**src/rtl/axi4_rd_intc_m2s_outstd_if.sv**
```systemverilog
// Bundle of the NUM upstream read ports and the single downstream read port.
// Pure wiring, no latency; handshakes follow AXI valid/ready rules.
// The "slave" view belongs to the interconnect, "master" to whatever drives it.
interface axi4_rd_intc_m2s_outstd_if #(
  parameter int NUM     = 4,
  parameter int SIDSIZE = 4,
  parameter int ASIZE   = 32,
  parameter int LSIZE   = 8,
  parameter int DSIZE   = 64
);
  localparam int NSIZE   = ($clog2(NUM) > 1) ? $clog2(NUM) : 1;
  localparam int MIDSIZE = SIDSIZE + NSIZE;

  logic [NUM*SIDSIZE-1:0] s_arid;
  logic [NUM*ASIZE-1:0]   s_araddr;
  logic [NUM*LSIZE-1:0]   s_arlen;
  logic [NUM-1:0]         s_arvalid;
  logic [NUM-1:0]         s_arready;
  logic [NUM*SIDSIZE-1:0] s_rid;
  logic [NUM*DSIZE-1:0]   s_rdata;
  logic [NUM-1:0]         s_rlast;
  logic [NUM-1:0]         s_rvalid;
  logic [NUM-1:0]         s_rready;
  logic [MIDSIZE-1:0]     m_arid;
  logic [ASIZE-1:0]       m_araddr;
  logic [LSIZE-1:0]       m_arlen;
  logic                   m_arvalid;
  logic                   m_arready;
  logic [MIDSIZE-1:0]     m_rid;
  logic [DSIZE-1:0]       m_rdata;
  logic                   m_rlast;
  logic                   m_rvalid;
  logic                   m_rready;

  modport slave (
    input  s_arid, s_araddr, s_arlen, s_arvalid, s_rready,
    output s_arready, s_rid, s_rdata, s_rlast, s_rvalid,
    output m_arid, m_araddr, m_arlen, m_arvalid, m_rready,
    input  m_arready, m_rid, m_rdata, m_rlast, m_rvalid
  );

  modport master (
    output s_arid, s_araddr, s_arlen, s_arvalid, s_rready,
    input  s_arready, s_rid, s_rdata, s_rlast, s_rvalid,
    input  m_arid, m_araddr, m_arlen, m_arvalid, m_rready,
    output m_arready, m_rid, m_rdata, m_rlast, m_rvalid
  );
endinterface

```
**src/rtl/axi4_rd_intc_m2s_outstd.sv**
```systemverilog
// NUM-to-1 AXI4 read interconnect: round-robin AR mux, ID-routed R demux, per-port burst limit.
// Latency: AR one register stage; R zero cycles (R_PIPE=0) or one registered cycle (R_PIPE=1).
// Backpressure: AR held off per port at MAX_OUTSTD or when the AR register is full; R stalls in order.
module axi4_rd_intc_m2s_outstd #(
  parameter int NUM        = 4,
  parameter int SIDSIZE    = 4,
  parameter int ASIZE      = 32,
  parameter int LSIZE      = 8,
  parameter int DSIZE      = 64,
  parameter int MAX_OUTSTD = 4,
  parameter int R_PIPE     = 1,
  localparam int NSIZE     = ($clog2(NUM) > 1) ? $clog2(NUM) : 1,
  localparam int MIDSIZE   = SIDSIZE + NSIZE,
  localparam int CSIZE     = $clog2(MAX_OUTSTD + 1)
) (
  input  logic                     axi_aclk,
  input  logic                     axi_aresetn,
  axi4_rd_intc_m2s_outstd_if.slave bus,
  output logic [NUM*CSIZE-1:0]     outstd_cnt,
  output logic [1:0]               err
);
  localparam int NPAD = 1 << NSIZE;
  localparam logic [NSIZE:0]   NUM_W = (NSIZE + 1)'(NUM);
  localparam logic [CSIZE-1:0] MAX_W = CSIZE'(MAX_OUTSTD);

  typedef logic [NSIZE-1:0] port_t;
  typedef struct packed {
    logic [SIDSIZE-1:0] sid;
    port_t              port;
    logic [DSIZE-1:0]   data;
    logic               last;
  } beat_t;

  logic [CSIZE-1:0]   cnt_q [NUM];
  logic [CSIZE-1:0]   cnt_d [NUM];
  logic [NUM-1:0]     elig, sar;
  port_t              ptr_q, ptr_d, gnt_idx;
  logic               gnt_vld, ar_load;
  logic               m_arvalid_q, m_arvalid_d;
  logic [MIDSIZE-1:0] m_arid_q, m_arid_d;
  logic [ASIZE-1:0]   m_araddr_q, m_araddr_d;
  logic [LSIZE-1:0]   m_arlen_q, m_arlen_d;
  logic [1:0]         err_q, err_d;

  // R output stage, shared by both R_PIPE variants
  port_t              in_port;
  logic               in_ok;
  logic [NPAD-1:0]    rdy_pad;
  logic               r_vld, r_last, r_pop;
  port_t              r_port;
  logic [SIDSIZE-1:0] r_sid;
  logic [DSIZE-1:0]   r_data;

  assign in_port = bus.m_rid[NSIZE-1:0];
  assign in_ok   = ({1'b0, in_port} < NUM_W);
  assign rdy_pad = NPAD'(bus.s_rready);
  assign r_pop   = r_vld && rdy_pad[r_port];

  // A port may compete only while it has room for another burst
  always_comb begin
    elig = '0;
    for (int k = 0; k < NUM; k++) elig[k] = bus.s_arvalid[k] && (cnt_q[k] < MAX_W);
  end

  // Round-robin search: first eligible port at or after the pointer
  always_comb begin
    gnt_vld = 1'b0;
    gnt_idx = '0;
    for (int i = 0; i < NUM; i++) begin
      if (!gnt_vld && elig[(int'(ptr_q) + i) % NUM]) begin
        gnt_vld = 1'b1;
        gnt_idx = port_t'((int'(ptr_q) + i) % NUM);
      end
    end
  end

  assign ar_load = !m_arvalid_q || bus.m_arready;

  // Only the winner sees ready, and only when the AR register can take it
  always_comb begin
    sar = '0;
    for (int k = 0; k < NUM; k++) sar[k] = ar_load && gnt_vld && (gnt_idx == port_t'(k));
  end
  assign bus.s_arready = sar;

  // AR register next state; port index rides in the low ARID bits
  always_comb begin
    m_arvalid_d = m_arvalid_q;
    m_arid_d    = m_arid_q;
    m_araddr_d  = m_araddr_q;
    m_arlen_d   = m_arlen_q;
    ptr_d       = ptr_q;
    if (ar_load) begin
      m_arvalid_d = gnt_vld;
      if (gnt_vld) begin
        m_arid_d   = {bus.s_arid[gnt_idx*SIDSIZE +: SIDSIZE], gnt_idx};
        m_araddr_d = bus.s_araddr[gnt_idx*ASIZE +: ASIZE];
        m_arlen_d  = bus.s_arlen[gnt_idx*LSIZE +: LSIZE];
        ptr_d      = (gnt_idx == port_t'(NUM - 1)) ? '0 : gnt_idx + 1'b1;
      end
    end
  end

  assign bus.m_arvalid = m_arvalid_q;
  assign bus.m_arid    = m_arid_q;
  assign bus.m_araddr  = m_araddr_q;
  assign bus.m_arlen   = m_arlen_q;

  // Burst counters and sticky error flags
  always_comb begin
    err_d    = err_q;
    err_d[0] = err_q[0] | (bus.m_rvalid && !in_ok);
    for (int k = 0; k < NUM; k++) begin
      cnt_d[k] = cnt_q[k];
      if (sar[k] && !(r_pop && r_last && r_port == port_t'(k))) begin
        cnt_d[k] = cnt_q[k] + 1'b1;
      end else if (!sar[k] && r_pop && r_last && r_port == port_t'(k)) begin
        if (cnt_q[k] == '0) err_d[1] = 1'b1;
        else                cnt_d[k] = cnt_q[k] - 1'b1;
      end
    end
  end

  // Flatten counters for the status port
  always_comb begin
    outstd_cnt = '0;
    for (int k = 0; k < NUM; k++) outstd_cnt[k*CSIZE +: CSIZE] = cnt_q[k];
  end
  assign err = err_q;

  // Fan the R stage out; only the addressed port sees valid
  always_comb begin
    bus.s_rid   = {NUM{r_sid}};
    bus.s_rdata = {NUM{r_data}};
    bus.s_rlast = {NUM{r_last}};
    bus.s_rvalid = '0;
    for (int k = 0; k < NUM; k++) bus.s_rvalid[k] = r_vld && (r_port == port_t'(k));
  end

  // AR path, counter and flag state
  always_ff @(posedge axi_aclk) begin
    if (!axi_aresetn) begin
      m_arvalid_q <= 1'b0;
      m_arid_q    <= '0;
      m_araddr_q  <= '0;
      m_arlen_q   <= '0;
      ptr_q       <= '0;
      err_q       <= '0;
      for (int k = 0; k < NUM; k++) cnt_q[k] <= '0;
    end else begin
      m_arvalid_q <= m_arvalid_d;
      m_arid_q    <= m_arid_d;
      m_araddr_q  <= m_araddr_d;
      m_arlen_q   <= m_arlen_d;
      ptr_q       <= ptr_d;
      err_q       <= err_d;
      for (int k = 0; k < NUM; k++) cnt_q[k] <= cnt_d[k];
    end
  end

  if (R_PIPE == 0) begin : g_rcomb
    // Straight-through R: beats to a nonexistent port are swallowed
    always_comb begin
      r_vld  = bus.m_rvalid && in_ok;
      r_port = in_port;
      r_sid  = bus.m_rid[MIDSIZE-1:NSIZE];
      r_data = bus.m_rdata;
      r_last = bus.m_rlast;
    end
    assign bus.m_rready = in_ok ? rdy_pad[in_port] : 1'b1;
  end else begin : g_rpipe
    beat_t      e0_q, e0_d, e1_q, e1_d, in_beat;
    logic [1:0] occ_q, occ_d;
    logic       push;

    assign in_beat      = {bus.m_rid[MIDSIZE-1:NSIZE], in_port, bus.m_rdata, bus.m_rlast};
    assign push         = bus.m_rvalid && in_ok && (occ_q != 2'd2);
    assign bus.m_rready = (occ_q != 2'd2) || !in_ok;

    // e0 is the head seen by the ports; e1 only fills when the head stalls
    always_comb begin
      e0_d  = e0_q;
      e1_d  = e1_q;
      occ_d = occ_q;
      case (occ_q)
        2'd0: if (push) begin e0_d = in_beat; occ_d = 2'd1; end
        2'd1: begin
          if (push && r_pop)  e0_d = in_beat;
          else if (push)      begin e1_d = in_beat; occ_d = 2'd2; end
          else if (r_pop)     occ_d = 2'd0;
        end
        default: if (r_pop) begin e0_d = e1_q; occ_d = 2'd1; end
      endcase
    end

    // Head entry drives the port side
    always_comb begin
      r_vld  = (occ_q != 2'd0);
      r_port = e0_q.port;
      r_sid  = e0_q.sid;
      r_data = e0_q.data;
      r_last = e0_q.last;
    end

    // Skid buffer storage
    always_ff @(posedge axi_aclk) begin
      if (!axi_aresetn) begin
        e0_q  <= '0;
        e1_q  <= '0;
        occ_q <= '0;
      end else begin
        e0_q  <= e0_d;
        e1_q  <= e1_d;
        occ_q <= occ_d;
      end
    end
  end
endmodule

```
**src/flat_wrapper.sv**
```systemverilog
// flat-port wrapper written by rule: the top's interface ports become plain ports
module axi4_rd_intc_m2s_outstd_flat 
#(
  parameter int NUM        = 4,
  parameter int SIDSIZE    = 4,
  parameter int ASIZE      = 32,
  parameter int LSIZE      = 8,
  parameter int DSIZE      = 64,
  parameter int MAX_OUTSTD = 4,
  parameter int R_PIPE     = 1,
  localparam int NSIZE     = ($clog2(NUM) > 1) ? $clog2(NUM) : 1,
  localparam int MIDSIZE   = SIDSIZE + NSIZE,
  localparam int CSIZE     = $clog2(MAX_OUTSTD + 1)
)
  (axi_aclk, axi_aresetn, outstd_cnt, err, bus_s_arid, bus_s_araddr, bus_s_arlen, bus_s_arvalid, bus_s_rready, bus_s_arready, bus_s_rid, bus_s_rdata, bus_s_rlast, bus_s_rvalid, bus_m_arid, bus_m_araddr, bus_m_arlen, bus_m_arvalid, bus_m_rready, bus_m_arready, bus_m_rid, bus_m_rdata, bus_m_rlast, bus_m_rvalid);
  axi4_rd_intc_m2s_outstd_if #(.NUM(NUM), .SIDSIZE(SIDSIZE), .ASIZE(ASIZE), .LSIZE(LSIZE), .DSIZE(DSIZE)) bus_i ();
  input  logic axi_aclk;
  input  logic axi_aresetn;
  output logic [NUM*CSIZE-1:0] outstd_cnt;
  output logic [1:0] err;
  input wire logic [$bits(bus_i.s_arid)-1:0] bus_s_arid;
  input wire logic [$bits(bus_i.s_araddr)-1:0] bus_s_araddr;
  input wire logic [$bits(bus_i.s_arlen)-1:0] bus_s_arlen;
  input wire logic [$bits(bus_i.s_arvalid)-1:0] bus_s_arvalid;
  input wire logic [$bits(bus_i.s_rready)-1:0] bus_s_rready;
  output wire logic [$bits(bus_i.s_arready)-1:0] bus_s_arready;
  output wire logic [$bits(bus_i.s_rid)-1:0] bus_s_rid;
  output wire logic [$bits(bus_i.s_rdata)-1:0] bus_s_rdata;
  output wire logic [$bits(bus_i.s_rlast)-1:0] bus_s_rlast;
  output wire logic [$bits(bus_i.s_rvalid)-1:0] bus_s_rvalid;
  output wire logic [$bits(bus_i.m_arid)-1:0] bus_m_arid;
  output wire logic [$bits(bus_i.m_araddr)-1:0] bus_m_araddr;
  output wire logic [$bits(bus_i.m_arlen)-1:0] bus_m_arlen;
  output wire logic [$bits(bus_i.m_arvalid)-1:0] bus_m_arvalid;
  output wire logic [$bits(bus_i.m_rready)-1:0] bus_m_rready;
  input wire logic [$bits(bus_i.m_arready)-1:0] bus_m_arready;
  input wire logic [$bits(bus_i.m_rid)-1:0] bus_m_rid;
  input wire logic [$bits(bus_i.m_rdata)-1:0] bus_m_rdata;
  input wire logic [$bits(bus_i.m_rlast)-1:0] bus_m_rlast;
  input wire logic [$bits(bus_i.m_rvalid)-1:0] bus_m_rvalid;
  assign bus_i.s_arid = bus_s_arid;
  assign bus_i.s_araddr = bus_s_araddr;
  assign bus_i.s_arlen = bus_s_arlen;
  assign bus_i.s_arvalid = bus_s_arvalid;
  assign bus_i.s_rready = bus_s_rready;
  assign bus_s_arready = bus_i.s_arready;
  assign bus_s_rid = bus_i.s_rid;
  assign bus_s_rdata = bus_i.s_rdata;
  assign bus_s_rlast = bus_i.s_rlast;
  assign bus_s_rvalid = bus_i.s_rvalid;
  assign bus_m_arid = bus_i.m_arid;
  assign bus_m_araddr = bus_i.m_araddr;
  assign bus_m_arlen = bus_i.m_arlen;
  assign bus_m_arvalid = bus_i.m_arvalid;
  assign bus_m_rready = bus_i.m_rready;
  assign bus_i.m_arready = bus_m_arready;
  assign bus_i.m_rid = bus_m_rid;
  assign bus_i.m_rdata = bus_m_rdata;
  assign bus_i.m_rlast = bus_m_rlast;
  assign bus_i.m_rvalid = bus_m_rvalid;
  axi4_rd_intc_m2s_outstd #(.NUM(NUM), .SIDSIZE(SIDSIZE), .ASIZE(ASIZE), .LSIZE(LSIZE), .DSIZE(DSIZE), .MAX_OUTSTD(MAX_OUTSTD), .R_PIPE(R_PIPE)) u_core (.axi_aclk(axi_aclk), .axi_aresetn(axi_aresetn), .bus(bus_i), .outstd_cnt(outstd_cnt), .err(err));
endmodule
```
**config.mk**
```make
export PLATFORM = sky130hd
export DESIGN_NAME = axi4_rd_intc_m2s_outstd_flat
export DESIGN_NICKNAME = d
export VERILOG_FILES = /design/src/rtl/axi4_rd_intc_m2s_outstd_if.sv /design/src/rtl/axi4_rd_intc_m2s_outstd.sv /design/src/flat_wrapper.sv
export SDC_FILE = /design/constraint.sdc
export NUM_CORES = 1
export LEC_CHECK = 0
export CELL_PAD_IN_SITES_DETAIL_PLACEMENT = 0
export CELL_PAD_IN_SITES_GLOBAL_PLACEMENT = 2
export CORE_MARGIN = 2
export CORE_UTILIZATION = 20
export CTS_BUF_LIST = sky130_fd_sc_hd__clkbuf_8 sky130_fd_sc_hd__clkbuf_16
export CTS_CLUSTER_SIZE = 10
export DETAILED_ROUTE_END_ITERATION = 16
export PLACE_DENSITY = 0.79
export SLEW_MARGIN = 10
export SYNTH_ARGS = -nofsm -noshare
export SYNTH_HDL_FRONTEND = slang
export SYNTH_SLANG_ARGS = --single-unit
```
**constraint.sdc**
```tcl
create_clock -name axi_aclk -period 3.3 [get_ports axi_aclk]
set_clock_uncertainty 0.1 [all_clocks]
set_input_delay 0.66 -clock axi_aclk [delete_from_list [all_inputs] [get_ports axi_aclk]]
set_output_delay 0.66 -clock axi_aclk [all_outputs]
set_load 0.1 [all_outputs]
```
Yosys cells after proc, flatten, opt, wreduce, memory -nomap -nowiden
Memory sizes are Yosys's and may differ from the RTL's.
Index checks and enable logic that the tools add are counted.

operators by class
  add/subtract/negate cells = 12
  order comparisons = 9
  eq/ne operators = 12
  shifts and indexed selects = 3
  mux-type cells = 62
  bitwise operators = 8
  reduce and logical (&&, ||, !) cells = 69

operator list
  kind                                                         count
  2-to-1 mux 71 bit                                            3
  one-hot mux 71 bit (2 select lines)                          1
  variable part select 128 x 8 -> 32 bit                       1
  2-to-1 mux 3 bit                                             16
  logical AND 1 bit                                            40
  variable part select 32 x 6 -> 8 bit                         1
  2-to-1 mux 1 bit                                             26
  2-to-1 mux 2 bit                                             10
  variable part select 16 x 5 -> 4 bit                         1
  adder 3 x 1 -> 3 bit (second input constant)                 4
  zero test 1 bit                                              12
  zero test 3 bit                                              4
  less-than comparator 3 bit (second input constant)           4
  less-than comparator 3 x 4 -> 1 bit (second input constant)  3
  subtractor 3 x 1 -> 3 bit (second input constant)            4
  binary-select mux 1 bit (select 2 bit)                       5
  equality test 2 bit (second input constant)                  4
  equality test 2 x 1 -> 1 bit (second input constant)         3
  zero test 2 bit                                              3
  less-than comparator 2 x 3 -> 1 bit (second input constant)  2
  AND reduction 3 bit                                          2
  OR reduction 2 bit                                           3
  adder 2 x 1 -> 2 bit (second input constant)                 2
  adder 2 bit (second input constant)                          2
  other kinds (12)                                             19

storage, ports and cells
  register bits = 194
  memory bits (writable) = 12
  bits of input ports = 259
  output and inout port bits = 346
  logic and storage cells = 191
  memories = 1

memories
  memory        depth  width  read ports  clocked after Yosys merged registers in  wr ports  RTL line                       RTL
  u_core.cnt_q  4      3      4           0                                        4         axi4_rd_intc_m2s_outstd.sv:34  logic [CSIZE-1:0] cnt_q [NUM];

Depth between registers and ports, before layout
An unclocked memory read counts as a cell.

  word-level depth = 32
  depth in mapped cells = 12
  mapped depth without buffers = 11

Worst setup path before layout
Ideal clock, no wire load.

  path kind = register to output
  from = mem u_core.cnt_q[1][2] (netlist name)
  to = out bus_s_arready[0]
  data arrival time = 3.071 ns
  required time = 2.540 ns
  setup slack = -0.531 ns
  cell stages (with the launch flop) = 8
  buffers on the path = 2
  path through = dfxtp_1 nand2b_1 a21oi_1 o211ai_1 clkbuf_1 buf_2 ha_1 and2_1

RTL lines
  item         RTL line                       RTL
  from (decl)  axi4_rd_intc_m2s_outstd.sv:34
  to (decl)    flat_wrapper.sv:26             output wire logic [$bits(bus_i.s_arready)-1:0] bus_s_arready;

Worst setup path after layout
  from = in bus_s_arvalid[2]
  to = out bus_s_arready[1]

between the ends
  word-level cells in the longest chain between the ends = 15
  elaborated cells on any way between the ends = 29
  classes of those cells = eq/ne: 1; mux: 19; reduce/logical: 9

ends and longest elaborated chain
  item                                                               RTL line                       RTL
  from (decl)                                                        flat_wrapper.sv:24             input wire logic [$bits(bus_i.s_arvalid)-1:0] bus_s_arvalid;
  logical AND 1 bit (*)                                              axi4_rd_intc_m2s_outstd.sv:62  for (int k = 0; k < NUM; k++) elig[k] = bus.s_arvalid[k] && (cnt_q[k] < MAX_W);
  binary-select mux 1 bit (select 2 bit)                             axi4_rd_intc_m2s_outstd.sv:70  if (!gnt_vld && elig[(int'(ptr_q) + i) % NUM]) begin
  2-to-1 mux 1 bit (implied by the code)                             axi4_rd_intc_m2s_outstd.sv:70
  2-to-1 mux 1 bit                                                   axi4_rd_intc_m2s_outstd.sv:70
  zero test 1 bit                                                    axi4_rd_intc_m2s_outstd.sv:70
  logical AND 1 bit                                                  axi4_rd_intc_m2s_outstd.sv:70
  2-to-1 mux 1 bit                                                   axi4_rd_intc_m2s_outstd.sv:70
  zero test 1 bit                                                    axi4_rd_intc_m2s_outstd.sv:70
  logical AND 1 bit                                                  axi4_rd_intc_m2s_outstd.sv:70
  2-to-1 mux 1 bit                                                   axi4_rd_intc_m2s_outstd.sv:70
  zero test 1 bit                                                    axi4_rd_intc_m2s_outstd.sv:70
  logical AND 1 bit                                                  axi4_rd_intc_m2s_outstd.sv:70
  2-to-1 mux 2 bit or 2-to-1 mux 1 bit (tied branches)               axi4_rd_intc_m2s_outstd.sv:70
  equality test 2 x 1 -> 1 bit or logical AND 1 bit (tied branches)  axi4_rd_intc_m2s_outstd.sv:82  for (int k = 0; k < NUM; k++) sar[k] = ar_load && gnt_vld && (gnt_idx == port_t'(k));
  logical AND 1 bit (*)                                              axi4_rd_intc_m2s_outstd.sv:82

Mark *: on every way between the ends. The rest lies on a longest branch, timed or not. The select of a mux whose other input is x is not followed.

==> flow_summary_export.csv <==
group,metric,value,unit
status,status,"complete, no violations",
critical_path,cp_common_cell,"buf_4",
final_layout,layout.nets,1950,
final_layout,area_growth,46.5,%
timing,period_needed,3240,ps
yosys,syn-num-nets,1566,
critical_path,cpPeakStageDelay,520,ps
power_and_ir_drop,pwr-share-comb,53.2,%
floorplan,start_util,20.2,%
yosys,yosysUniqueCellTypes,55,
final_layout,drive_gt1_share,40.2,%
drt,drt_iter0_markers,353,
global_routing,grt_usage,12.8,%
drt,first_pass_iters,4,
power_and_ir_drop,p_int,6.35,mW
critical_path,timing.rr.start,"u_core.ptr_q[1]$_SDFFE_PN0N_",
power_and_ir_drop,switching_share,52.0,%
critical_path,criticalPathCategory,"in2out",
cts,numCtsBuffers,28,
cts,cts.sinks,206,
timing,layout_setup_ws,64.9,ps
timing,slew_viol_final,0,
critical_path,endpoint_kind,"output pin",
cts,cts_root_buf,"clkbuf_16",
final_layout,fillCellCount,6161,
critical_path,crit_start,"bus_s_arvalid[2]",
yosys,syn_inst,1299,
power_and_ir_drop,p_sw,6.88,mW
drt,wl_per_cell,16.9,um
critical_path,crit_chain,"clkdlybuf4s50_1, nor2b_2, buf_4, o41a_1, buf_4, and2_2, buf_12",
cts,clk-insertion-delay-late,560,ps
yosys,ys_seq_area_share,34.5,%
yosys,synth_top_area_share,34.5,%
place,place.gp.congestion,0.808,
timing,setup_viol,0,
critical_path,startpoint_type,"primary input",
floorplan,die_area,61700,um^2
global_routing,antenna_found_initial,0,
yosys,synth-edff-count,0,
floorplan,row_count,89,
place,io_buffers,603,
global_routing,first_global_vias,10600,
yosys,ys_ff_latch,206,
hold_path,hp-class,"reg2reg",
critical_path,crit_arrival,2480,ps
yosys,synthArstFlopShare,0,%
yosys,synth.most_common_cell,"buf_4",
drt,via_count,10500,
yosys,synth_area_per_cell,9.20,um^2
timing,grt_setup_unrepaired,"true",
power_and_ir_drop,clkPwrFrac,23.1,%
place,place_ws,-206,ps
timing,finalHoldWorstSlack,357,ps
global_routing,grt_pass1_wl,63.4,mm
flow_run,maxCapViolations,0,
timing,max_freq,309,MHz
drt,ant_nets,0,
cts,cts_hold_buf,0,
final_layout,final_area,17500,um^2
yosys,yosys-top-cells-count,"209 x buf_4, 206 x dfxtp_1, 131 x nand2_1",
global_routing,grt_max_degree,72,
yosys,yosysTopAreaCell,"dfxtp_1",
floorplan,pin_count,605,
critical_path,critPathRequiredTime,2540,ps
cts,cts_tree,"yes",
critical_path,slowest_stage,"o41a_1",
power_and_ir_drop,ir_drop,0.000418,V
drt,drcViolationCount,0,
place,dpl.hpwl,30.9,mm
timing,tightest_slew,898,ps
cts,clkTransAtPathRegs,50,ps
drt,routed_wl,41.8,mm
power_and_ir_drop,power.leakage,6.73,nW
timing,min_period_over_period,98.0,%
timing,hold_viol,0,
cts,cts_buffer_depth,3,
hold_path,hold_start,"u_core.g_rpipe.e1_q[8]$_SDFFE_PN0P_",
power_and_ir_drop,seq_power_share,23.7,%
global_routing,overflow,0,
power_and_ir_drop,power.density,756,nW/um^2
drt,vias_per_cell,4.24,
floorplan,die_w,248,um
floorplan,core_area,59000,um^2
cts,htreeDepth,1,
timing,slew_headroom,40.2,%
yosys,ys.warnings.count,0,
critical_path,critPathMaxFanout,6,
yosys,synthesis.area,11900,um^2
place,placed_area,16500,um^2
yosys,synthFlopType,"dfxtp_1",
floorplan,die_h,248,um
final_layout,antenna_cells,0,
yosys,synthTopCellsByArea,"dfxtp_1 35%, buf_4 13%, mux2i_1 10%",
kinds of logic (layout without fill, tap and decap cells):
| family | Yosys count | after routing | share of synthesized area, % |
|---|---|---|---|
| muxes | 124 | 124 | 10.5 |
| AOI/OAI and AO/OA | 232 | 232 | 18.7 |
| adders and majority gates | 8 | 8 | 1.09 |
| buffers and inverters | 309 | 713 | 18.5 |
| other | 1 | 1 | 0.0314 |
| DFF | 206 | 206 | 34.5 |
| and+or+nand+nor | 419 | 419 | 16.7 |
power by group through the flow:
stage	combinational [mW]	clock, mW	sequential, mW
after CTS	7.09	3.20	3.14
after global placement	7.05	0	3.17
after detailed placement	7.07	0	3.19
after floorplan	3.75	0	5.06
final	7.04	3.06	3.13
after global routing	7.27	3.30	3.18
worst max-delay path, delay by kind of cell:
kind	cells	cell delay [ps]
AND/OR/NAND/NOR	2	380
AO/OA/AOI/OAI	1	520
buffers and inverters	4	890
final timing paths:
kind | to | slack (ps) | cells past startpoint
max | bus_s_arready[1] | 60 | 7
min | u_core.g_rpipe.e1_q[8]$_SDFFE_PN0P_ | 360 | 2
max reg2reg | u_core.cnt_q[0][2]$_SDFFE_PN0P_ | 500 | 11
min reg2reg | u_core.g_rpipe.e1_q[8]$_SDFFE_PN0P_ | 360 | 2
layout make-up:
class,count,area [um^2],share of cell area [%]
Inverter,8,40.0,0.229
Tap cell,773,967,5.53
Sequential cell,206,4140,23.6
Multi-Input combinational cell,784,5680,32.4
Clock buffer,33,769,4.40
Timing Repair Buffer,655,5750,32.9
Clock inverter,17,163,0.929
repair_timing:
action,CTS,global route
pin swaps,2,2
buffers inserted,1,1
endpoints found under the setup margin,4,4
resized for setup,5,5
registers in the layout, indices dropped and copies added, names as in the netlist:
signal	cells
u_core.r_sid	4
u_core.r_port	2
u_core.bus.m_araddr	32
u_core.cnt_q	12
u_core.r_data	64
u_core.g_rpipe.occ_q	2
u_core.r_last	1
u_core.bus.m_arlen	8
u_core.bus.m_arid	6
u_core.bus.m_arvalid	1
u_core.g_rpipe.e1_q	71
u_core.ptr_q	2
u_core.err	1
stage by stage:
step	setup TNS, ps	instances	total power, mW	utilization, %
after floorplan	0	1299	8.81	-
after global placement	-525	2425	10.2	28.0
after detailed placement	-642	2425	10.3	28.0
after CTS	0	2476	13.4	29.6
after global routing	-4.26	2476	13.7	29.7
final	0	2476	13.2	29.7
per-layer routing:
| layer | GRT usage (%) | part of all wire, % | up-vias |
|---|---|---|---|
| li1 | - | - | 5076 |
| met1 | 14.6 | 40 | 4966 |
| met2 | 23.6 | 51 | 413 |
| met3 | 3.05 | 7.1 | 39 |
| met4 | 3.35 | 2.0 | 0 |
| met5 | 0 | 0 | - |
cell usage in the layout (no fill, tap or decap), drive strengths merged, types with 3 or more instances in the layout:
| cell type | count |
|---|---|
| nand2b | 8 |
| nand4 | 4 |
| fa | 4 |
| o21a | 3 |
| nand3b | 3 |
| buf | 397 |
| mux2i | 121 |
| clkbuf | 33 |
| nor2b | 5 |
| o21ai | 5 |
| nand2 | 201 |
| and3 | 4 |
| a31oi | 3 |
| o2111ai | 44 |
| clkdlybuf4s50 | 256 |
| nor3 | 11 |
| a211oi | 77 |
| a21oi | 85 |
| bufinv | 3 |
| inv | 17 |
| dfxtp | 206 |
| ha | 4 |
| and2 | 7 |
| clkinv | 4 |
| nor2 | 80 |
| nand3 | 90 |
Power figures use the tool's default switching activity.
